File: config.mk
export PLATFORM = sky130hd
export DESIGN_NAME = mmio_bus_arbiter
export DESIGN_NICKNAME = d
export VERILOG_FILES = /design/src/rtl/mmio_bus_arbiter.sv
export SDC_FILE = /design/constraint.sdc
export NUM_CORES = 1
export LEC_CHECK = 0
export CAP_MARGIN = 5
export CORE_MARGIN = 3
export CORE_UTILIZATION = 25
export CTS_CLUSTER_SIZE = 10
export DETAILED_ROUTE_END_ITERATION = 12
export PLACE_DENSITY = 0.64
export SYNTH_ARGS = -nofsm -noshare
export SYNTH_HDL_FRONTEND = slang
export SYNTH_SLANG_ARGS = --single-unit
File: constraint.sdc
create_clock -name clk -period 4.8 [get_ports clk]
set_input_delay 0.96 -clock clk [delete_from_list [all_inputs] [get_ports clk]]
set_output_delay 0.96 -clock clk [all_outputs]
set_load 0.01 [all_outputs]
File: src/rtl/mmio_bus_arbiter.sv
`default_nettype none
// +----------------------------------------------------------------------------+
// | Module  : mmio_bus_arbiter                                                 |
// | Brief   : Two-requester round-robin arbiter for the MMIO peripheral bus,   |
// |           one outstanding transaction, with a peripheral ack timeout.      |
// | Revision: 1.0 - initial release                                            |
// +----------------------------------------------------------------------------+
module mmio_bus_arbiter #(
  parameter int ADDR_W   = 32,
  parameter int DATA_W   = 32,
  parameter int MAX_WAIT = 255
) (
  input  logic              clk,
  input  logic              rst_n,
  // requester 0: CPU data port
  input  logic              m0_req,
  input  logic              m0_we,
  input  logic [ADDR_W-1:0] m0_addr,
  input  logic [DATA_W-1:0] m0_wdata,
  output logic [DATA_W-1:0] m0_rdata,
  output logic              m0_ack,
  output logic              m0_err,
  // requester 1: UART debug/loader engine
  input  logic              m1_req,
  input  logic              m1_we,
  input  logic [ADDR_W-1:0] m1_addr,
  input  logic [DATA_W-1:0] m1_wdata,
  output logic [DATA_W-1:0] m1_rdata,
  output logic              m1_ack,
  output logic              m1_err,
  // peripheral side
  output logic              s_req,
  output logic              s_we,
  output logic [ADDR_W-1:0] s_addr,
  output logic [DATA_W-1:0] s_wdata,
  input  logic [DATA_W-1:0] s_rdata,
  input  logic              s_ack,
  // status
  output logic              owner,
  output logic              busy
);

  // Counter only ever holds 0..MAX_WAIT-1; the expiry is decided on the last value.
  localparam int                 c_cnt_w    = $clog2(MAX_WAIT + 1);
  localparam logic [c_cnt_w-1:0] c_cnt_last = c_cnt_w'(MAX_WAIT - 1);
  localparam logic [c_cnt_w-1:0] c_cnt_one  = c_cnt_w'(1);

  typedef enum logic [1:0] {
    S_IDLE = 2'd0,
    S_BUSY = 2'd1,
    S_RESP = 2'd2
  } state_t;

  state_t              r_state;
  state_t              w_state_next;
  logic                r_owner;
  logic                r_last_owner;
  logic                r_we;
  logic [ADDR_W-1:0]   r_addr;
  logic [DATA_W-1:0]   r_wdata;
  logic [DATA_W-1:0]   r_rdata;
  logic                r_err;
  logic [c_cnt_w-1:0]  r_cnt;
  logic                w_any_req;
  logic                w_grant;
  logic                w_expire;

  assign w_any_req = m0_req | m1_req;
  // Requester 1 wins when alone, or on a tie when requester 0 was served last.
  assign w_grant   = m1_req & (~m0_req | ~r_last_owner);
  assign w_expire  = (r_cnt == c_cnt_last);

  // State register; async reset discards any transaction in flight.
  always_ff @(posedge clk or negedge rst_n) begin
    if (!rst_n) begin
      r_state <= S_IDLE;
    end else begin
      r_state <= w_state_next;
    end
  end

  // Next-state and state-decoded outputs; acks and s_req fall straight off the state register.
  always_comb begin
    w_state_next = r_state;
    s_req        = 1'b0;
    busy         = 1'b1;
    m0_ack       = 1'b0;
    m1_ack       = 1'b0;
    case (r_state)
      S_IDLE: begin
        busy = 1'b0;
        if (w_any_req) begin
          w_state_next = S_BUSY;
        end
      end
      S_BUSY: begin
        s_req = 1'b1;
        if (s_ack || w_expire) begin
          w_state_next = S_RESP;
        end
      end
      S_RESP: begin
        m0_ack       = ~r_owner;
        m1_ack       = r_owner;
        w_state_next = S_IDLE;
      end
      default: begin
        w_state_next = S_IDLE;
      end
    endcase
  end

  // Grant-time latching of the winner's command, wait counting, and response capture.
  always_ff @(posedge clk or negedge rst_n) begin
    if (!rst_n) begin
      r_owner      <= 1'b0;
      r_last_owner <= 1'b1;
      r_we         <= 1'b0;
      r_addr       <= '0;
      r_wdata      <= '0;
      r_rdata      <= '0;
      r_err        <= 1'b0;
      r_cnt        <= '0;
    end else begin
      case (r_state)
        S_IDLE: begin
          if (w_any_req) begin
            r_owner      <= w_grant;
            r_last_owner <= w_grant;
            r_we         <= w_grant ? m1_we    : m0_we;
            r_addr       <= w_grant ? m1_addr  : m0_addr;
            r_wdata      <= w_grant ? m1_wdata : m0_wdata;
            r_cnt        <= '0;
          end
        end
        S_BUSY: begin
          // An ack arriving on the expiry cycle still counts as a normal completion.
          if (s_ack) begin
            r_rdata <= r_we ? '0 : s_rdata;
            r_err   <= 1'b0;
          end else if (w_expire) begin
            r_rdata <= '0;
            r_err   <= 1'b1;
          end else begin
            r_cnt <= r_cnt + c_cnt_one;
          end
        end
        default: begin
        end
      endcase
    end
  end

  // Response data is shared; each requester only treats it as valid alongside its own ack.
  assign m0_rdata = r_rdata;
  assign m1_rdata = r_rdata;
  assign m0_err   = r_err;
  assign m1_err   = r_err;
  assign s_we     = r_we;
  assign s_addr   = r_addr;
  assign s_wdata  = r_wdata;
  assign owner    = r_owner;

endmodule
`default_nettype wire

Word level (Yosys, flattened, before mapping)
Index checks and enable logic that the tools add are counted.
{ "totals": {"latchBits": 0, "output_inout_bits": 136, "mem_bits_rw": 0, "memories": 0, "reg_bits": 110, "rom_bits": 0, "wordCells": 50, "in_bits": 167} }
{ "op_classes": {"div": 0, "multipliers": 0, "bitwise": 6, "addsub": 1, "order_cmp": 0, "shift": 0, "n_reduce_logical": 8, "n_eq_ne": 7, "n_mux": 19} }
{ "op_table": {"columns": ["cell", "n"], "rows": [
  ["$mux 32", 5],
  ["$mux 8", 3],
  ["$pmux 8 s2", 1],
  ["$add 8x1->8 const B", 1],
  ["$eq 8x8->1 const B", 1],
  ["$ne 2x2->1 const B", 4],
  ["$mux 1", 7],
  ["$reduce_and 2->1", 3],
  ["$mux 2", 2],
  ["$pmux 2 s2", 1],
  ["$reduce_and 4->1", 1],
  ["$reduce_bool 2->1", 2],
  ["$not 1->1", 3],
  ["$eq 2x1->1 const B", 1],
  ["$eq 2x2->1 const B", 1],
  ["$logic_not 2->1", 1],
  ["$or 1x1->1", 2],
  ["$and 1x1->1", 1],
  ["$logic_or 1x1->1", 1]
]} }

Depth between registers and ports, before layout
{ "depth": {"depth_word": 4, "depth_mapped": 7, "mapped_depth_nobuf": 6} }

Worst setup path before layout
No wires, ideal clock.
{ "synth_timing": {"path_kind": "input to register", "startpoint": "input port m0_req", "endpoint": "register r_cnt[1]", "n_path_buf": 0, "t_arrival_ps": 1807, "path_slack_ps": 2868, "required_ps": 4675, "setup_ps": 125, "stages": 4, "cell_sequence": "nor3_2 -> a211o_1 -> a21oi_4 -> mux2_4"} }
{ "synth_via": {"elab_chain_len": 3} }
{ "synth_rtl": {"columns": ["item", "line", "source"], "rows": [
  ["from (decl)", "16", "input logic m0_req,"],
  ["$or 1x1->1", "68", "assign w_any_req = m0_req | m1_req;"],
  ["$ne 2x2->1 (no line)", null, null],
  ["$reduce_and 4->1 (no line)", null, null],
  ["to (signal assigned)", "145", "r_cnt <= r_cnt + c_cnt_one;"],
  ["to (decl)", "63", "logic [c_cnt_w-1:0] r_cnt;"]
]} }
No other way between the ends.
A chain may end at the register's enable or synchronous reset.

Worst setup path after layout
{ "layout_timing": {"startpoint": "register r_state[0]", "endpoint": "output port s_req"} }
{ "layout_via": {"elab_chain_len": 2} }
{ "layout_rtl": {"columns": ["item", "line", "source"], "rows": [
  ["from (decl)", "54", "state_t r_state;"],
  ["from (signal assigned)", "78", "r_state <= w_state_next;"],
  ["$eq 2x1->1", "89", "case (r_state)"],
  ["$mux 1", "89", null],
  ["to (decl)", "32", "output logic s_req,"]
]} }
No other way between the ends.

==> flow_summary.yaml <==
worst_setup_path:
  worst-setup-path-type: "reg2out"
  critical-path-max-stage-delay_ns: 0.55
  critPathCaptureType: "output pin"
  critical_path_peak_fanout: 9
  cp_data_arrival_time_ns: 1.70
  worst-endpoint-required_ns: 3.84
  crit_slowest_cell: "sky130_fd_sc_hd__clkdlybuf4s50_1"
  start_kind: "flop"
  crit_chain: "nand2b_4 > inv_8 > clkdlybuf4s50_1"
cells_and_area:
  antenna_cells_inserted: 0
  area_of_the_multi_input_gates_um2: 1900
  final_net_count: 885
  layout.core_utilization_pct: 42.8
  layout_common_cells: "301 x sky130_fd_sc_hd__clkdlybuf4s50_1, 109 x sky130_fd_sc_hd__dfrtp_1, 71 x sky130_fd_sc_hd__a21oi_1, 67 x sky130_fd_sc_hd__nor2_1, 66 x sky130_fd_sc_hd__mux2i_1"
  area_delta_synth_final_pct: 66.0
  num-fill-cells: 1887
  layout.cells.most_common: "sky130_fd_sc_hd__clkdlybuf4s50_1"
  regArea_um2: 2750
  drive_above_1_share_pct: 4.99
synth:
  number_of_library_cell_types_mapped_by_synthesis: 38
  synth_compound_area_share_pct: 15.5
  postSynthCellCount: 458
  synth.yosys.warnings: 0
  synthXorXnorAreaFrac_pct: 0
  synth.cell_area_um2: 5080
  synth_top_family_by_area: "compound AO/OA/AOI/OAI gates"
  adder_cell_fraction_of_synth_area_pct: 0.492
  synthesis.area_per_instance_um2: 11.1
  mappedNetlistNets: 627
  synth.yosys.seq_area_share_pct: 54.2
  yosys.area_share.simple_pct: 7.68
  mux_share_of_post_synthesis_cell_area_pct: 13.3
  postSynthRegisterBits: 110
floorplanning:
  fp.dieW_um: 149
  chipHeight_um: 149
  pin_count: 303
  floorplan.rows: 51
  floorplan_die_area_um2: 22100
  initial_utilization_pct: 25.8
  design.core.area_um2: 19700
sta:
  timing.max_slew.rel_slack_pct: 51.0
  clock.fmax_mhz: 376
  worst_slew_pin_slew_ns: 0.735
  min_period_ns: 2.66
  timing_max_transition_violations_final: 0
  number_of_hold_slack_violations_in_the_final_timing_report: 0
  fin_tns_setup_ns: 0
  report.final.setup_viol: 0
  final.period_utilization_pct: 55.3
  clock_skew_ns: 0.0110
  rsz0062_at_grt: "false"
routing:
  ant_nets: 0
  wirelength_um: 15300
  drt_first_iter_violations: 155
  route.vias.total: 4303
  drc: 0
  wl_per_cell_um: 15.5
  detail_route.first_pass.iterations: 6
  vias_per_cell: 4.36
grt:
  grt_first_pass_wirelength_um: 23100
  initial_antenna_violation_count: 0
  pin_count_of_the_biggest_net_entering_global_routing: 132
  via_count_of_the_first_global_routing_pass: 4215
  grt_use_total_pct: 13.3
  grt.overflow.total: 0
clock_network:
  cts.repair.resized: 0
  cts.sink_count: 110
  htree_num_levels: 3
  clk_pin_slew_worst_paths_ns: 0.08
  postCtsHoldBufs: 0
  tritoncts.num_buffers: 9
  max-clock-path-buffers: 2
  cts_tree: "done"
  post_cts_buffers: 0
  clk_latency_ns: 0.35
  cts_root_buffer: "sky130_fd_sc_hd__clkbuf_16"
min_path:
  hp-class: "reg2reg"
pwr:
  leakage_dissipation_nw: 3.46
  power-per-cell-area_nw_per_um2: 549
  power.ir.vdd_worst_mv: 0.196
place:
  buffer_ports.inserted: 302
  place.gp.congestion: 0.743
  dpl.hpwl_um: 11200
status:
  status: "finished, final reports clean"
job:
  drv.max_cap_violation_count: 0
per-layer routing:
| metal | global-route usage, % | routed length, um | vias to the layer above |
|---|---|---|---|
| met3 | 5.36 | 1550 | 6 |
| met1 | 15.5 | 6090 | 1989 |
| met5 | 0 | 0 | - |
| met4 | 2.91 | 114 | 0 |
| met2 | 23.1 | 7500 | 202 |
| li1 | - | - | 2106 |
cells in the mapped netlist:
| master | count | area (um2) |
|---|---|---|
| sky130_fd_sc_hd__nand2_1 | 3 | 11.3 |
| sky130_fd_sc_hd__a41oi_1 | 1 | 8.76 |
| sky130_fd_sc_hd__a21oi_1 | 71 | 355 |
| sky130_fd_sc_hd__nor2_4 | 1 | 11.3 |
| sky130_fd_sc_hd__nand3_1 | 4 | 20.0 |
| sky130_fd_sc_hd__nand4_1 | 1 | 6.26 |
| sky130_fd_sc_hd__o21ai_2 | 1 | 8.76 |
| sky130_fd_sc_hd__nor3_1 | 2 | 10.0 |
| sky130_fd_sc_hd__o211a_1 | 1 | 10.0 |
| sky130_fd_sc_hd__nand4_2 | 1 | 12.5 |
| sky130_fd_sc_hd__ha_1 | 2 | 25.0 |
| sky130_fd_sc_hd__o21ai_0 | 2 | 10.0 |
| sky130_fd_sc_hd__o21a_1 | 3 | 22.5 |
| sky130_fd_sc_hd__a2111oi_0 | 1 | 8.76 |
| sky130_fd_sc_hd__buf_4 | 42 | 315 |
| sky130_fd_sc_hd__nand2b_4 | 1 | 13.8 |
| sky130_fd_sc_hd__dfrtp_1 | 109 | 2730 |
| sky130_fd_sc_hd__nor2_1 | 67 | 251 |
| sky130_fd_sc_hd__or3_1 | 1 | 6.26 |
| sky130_fd_sc_hd__nor3b_1 | 2 | 15.0 |
| sky130_fd_sc_hd__clkbuf_1 | 1 | 3.75 |
| sky130_fd_sc_hd__a21boi_2 | 1 | 11.3 |
| sky130_fd_sc_hd__nor3_2 | 2 | 20.0 |
| sky130_fd_sc_hd__mux2i_1 | 66 | 661 |
| sky130_fd_sc_hd__buf_2 | 18 | 90.1 |
| sky130_fd_sc_hd__inv_1 | 8 | 30.0 |
| sky130_fd_sc_hd__o21bai_1 | 1 | 7.51 |
| sky130_fd_sc_hd__nor2_2 | 1 | 6.26 |
| sky130_fd_sc_hd__and3_1 | 1 | 6.26 |
| sky130_fd_sc_hd__inv_8 | 1 | 11.3 |
| sky130_fd_sc_hd__mux2_4 | 1 | 15.0 |
| sky130_fd_sc_hd__a21oi_4 | 1 | 16.3 |
| sky130_fd_sc_hd__a211o_1 | 1 | 8.76 |
| sky130_fd_sc_hd__dfstp_2 | 1 | 26.3 |
| sky130_fd_sc_hd__o21ai_1 | 1 | 5.00 |
| sky130_fd_sc_hd__o221ai_1 | 1 | 8.76 |
| sky130_fd_sc_hd__a22o_1 | 32 | 280 |
| sky130_fd_sc_hd__a31oi_1 | 4 | 25.0 |
critical path, delay by kind of cell (launching register included):
kind / cells / cell delay [ns]
buf+inv: 2 / 0.67
flops: 1 / 0.52
simple gates: 1 / 0.16
registers in the layout, indices dropped and copies added, names as in the netlist:
signal	cells
m0_err	1
r_last_owner	1
s_wdata	32
s_we	1
s_addr	32
r_state	2
owner	1
r_cnt	8
m0_rdata	32
worst paths after layout:
path | startpoint | end | slack (ns) | cells past startpoint
setup / recovery | r_state[0] | s_req | 2.14 | 3
hold / removal | s_addr[12] | s_addr[12] | 0.53 | 2
setup reg to reg | r_state[0] | s_addr[6] | 3.06 | 5
hold reg to reg | s_addr[12] | s_addr[12] | 0.53 | 2
max in group asynchronous | rst_n | s_addr[21] | 3.62 | 2
min in group asynchronous | rst_n | owner | 0.68 | 2
cells by family (layout without fill, tap and decap cells):
family | count (synthesis) | after routing
multiplexers | 67 | 67
AND/OR/NAND/NOR | 87 | 87
AO/OA/AOI/OAI | 122 | 122
flip-flops | 110 | 110
adder cells (fa/ha/maj) | 2 | 2
buffers and inverters | 70 | 333
cell type report:
cell class | count | share of cell area (%)
repair buffers | 308 | 36.6
flip-flops and latches | 110 | 32.7
multi-input cells | 278 | 22.5
well taps | 265 | 3.93
clock buffers | 11 | 3.00
clock inverters | 5 | 0.771
inverters | 9 | 0.490
stage by stage:
step / hold slack [ns] / worst slack, ns / power [mW] / instances / cell area [um2]
floorplan: 0.486 / 2.87 / 2.66 / 458 / 5080
global placement: 0.508 / 1.94 / 3.87 / 970 / 8120
detailed placement: 0.515 / 1.92 / 3.88 / 970 / 8120
CTS: 0.535 / 2.11 / 4.72 / 986 / 8430
global route: 0.557 / 2.06 / 4.94 / 986 / 8430
finish: 0.528 / 2.14 / 4.63 / 986 / 8430
power breakdown:
part | total (mW) | leakage, nW | switching (mW) | internal [mW]
registers | 1.61 | 1.31 | 0.275 | 1.34
clock network | 0.798 | 0.156 | 0.359 | 0.439
logic | 2.22 | 2.00 | 0.929 | 1.29
total | 4.63 | 3.46 | 1.56 | 3.07
Power figures use the tool's default switching activity.
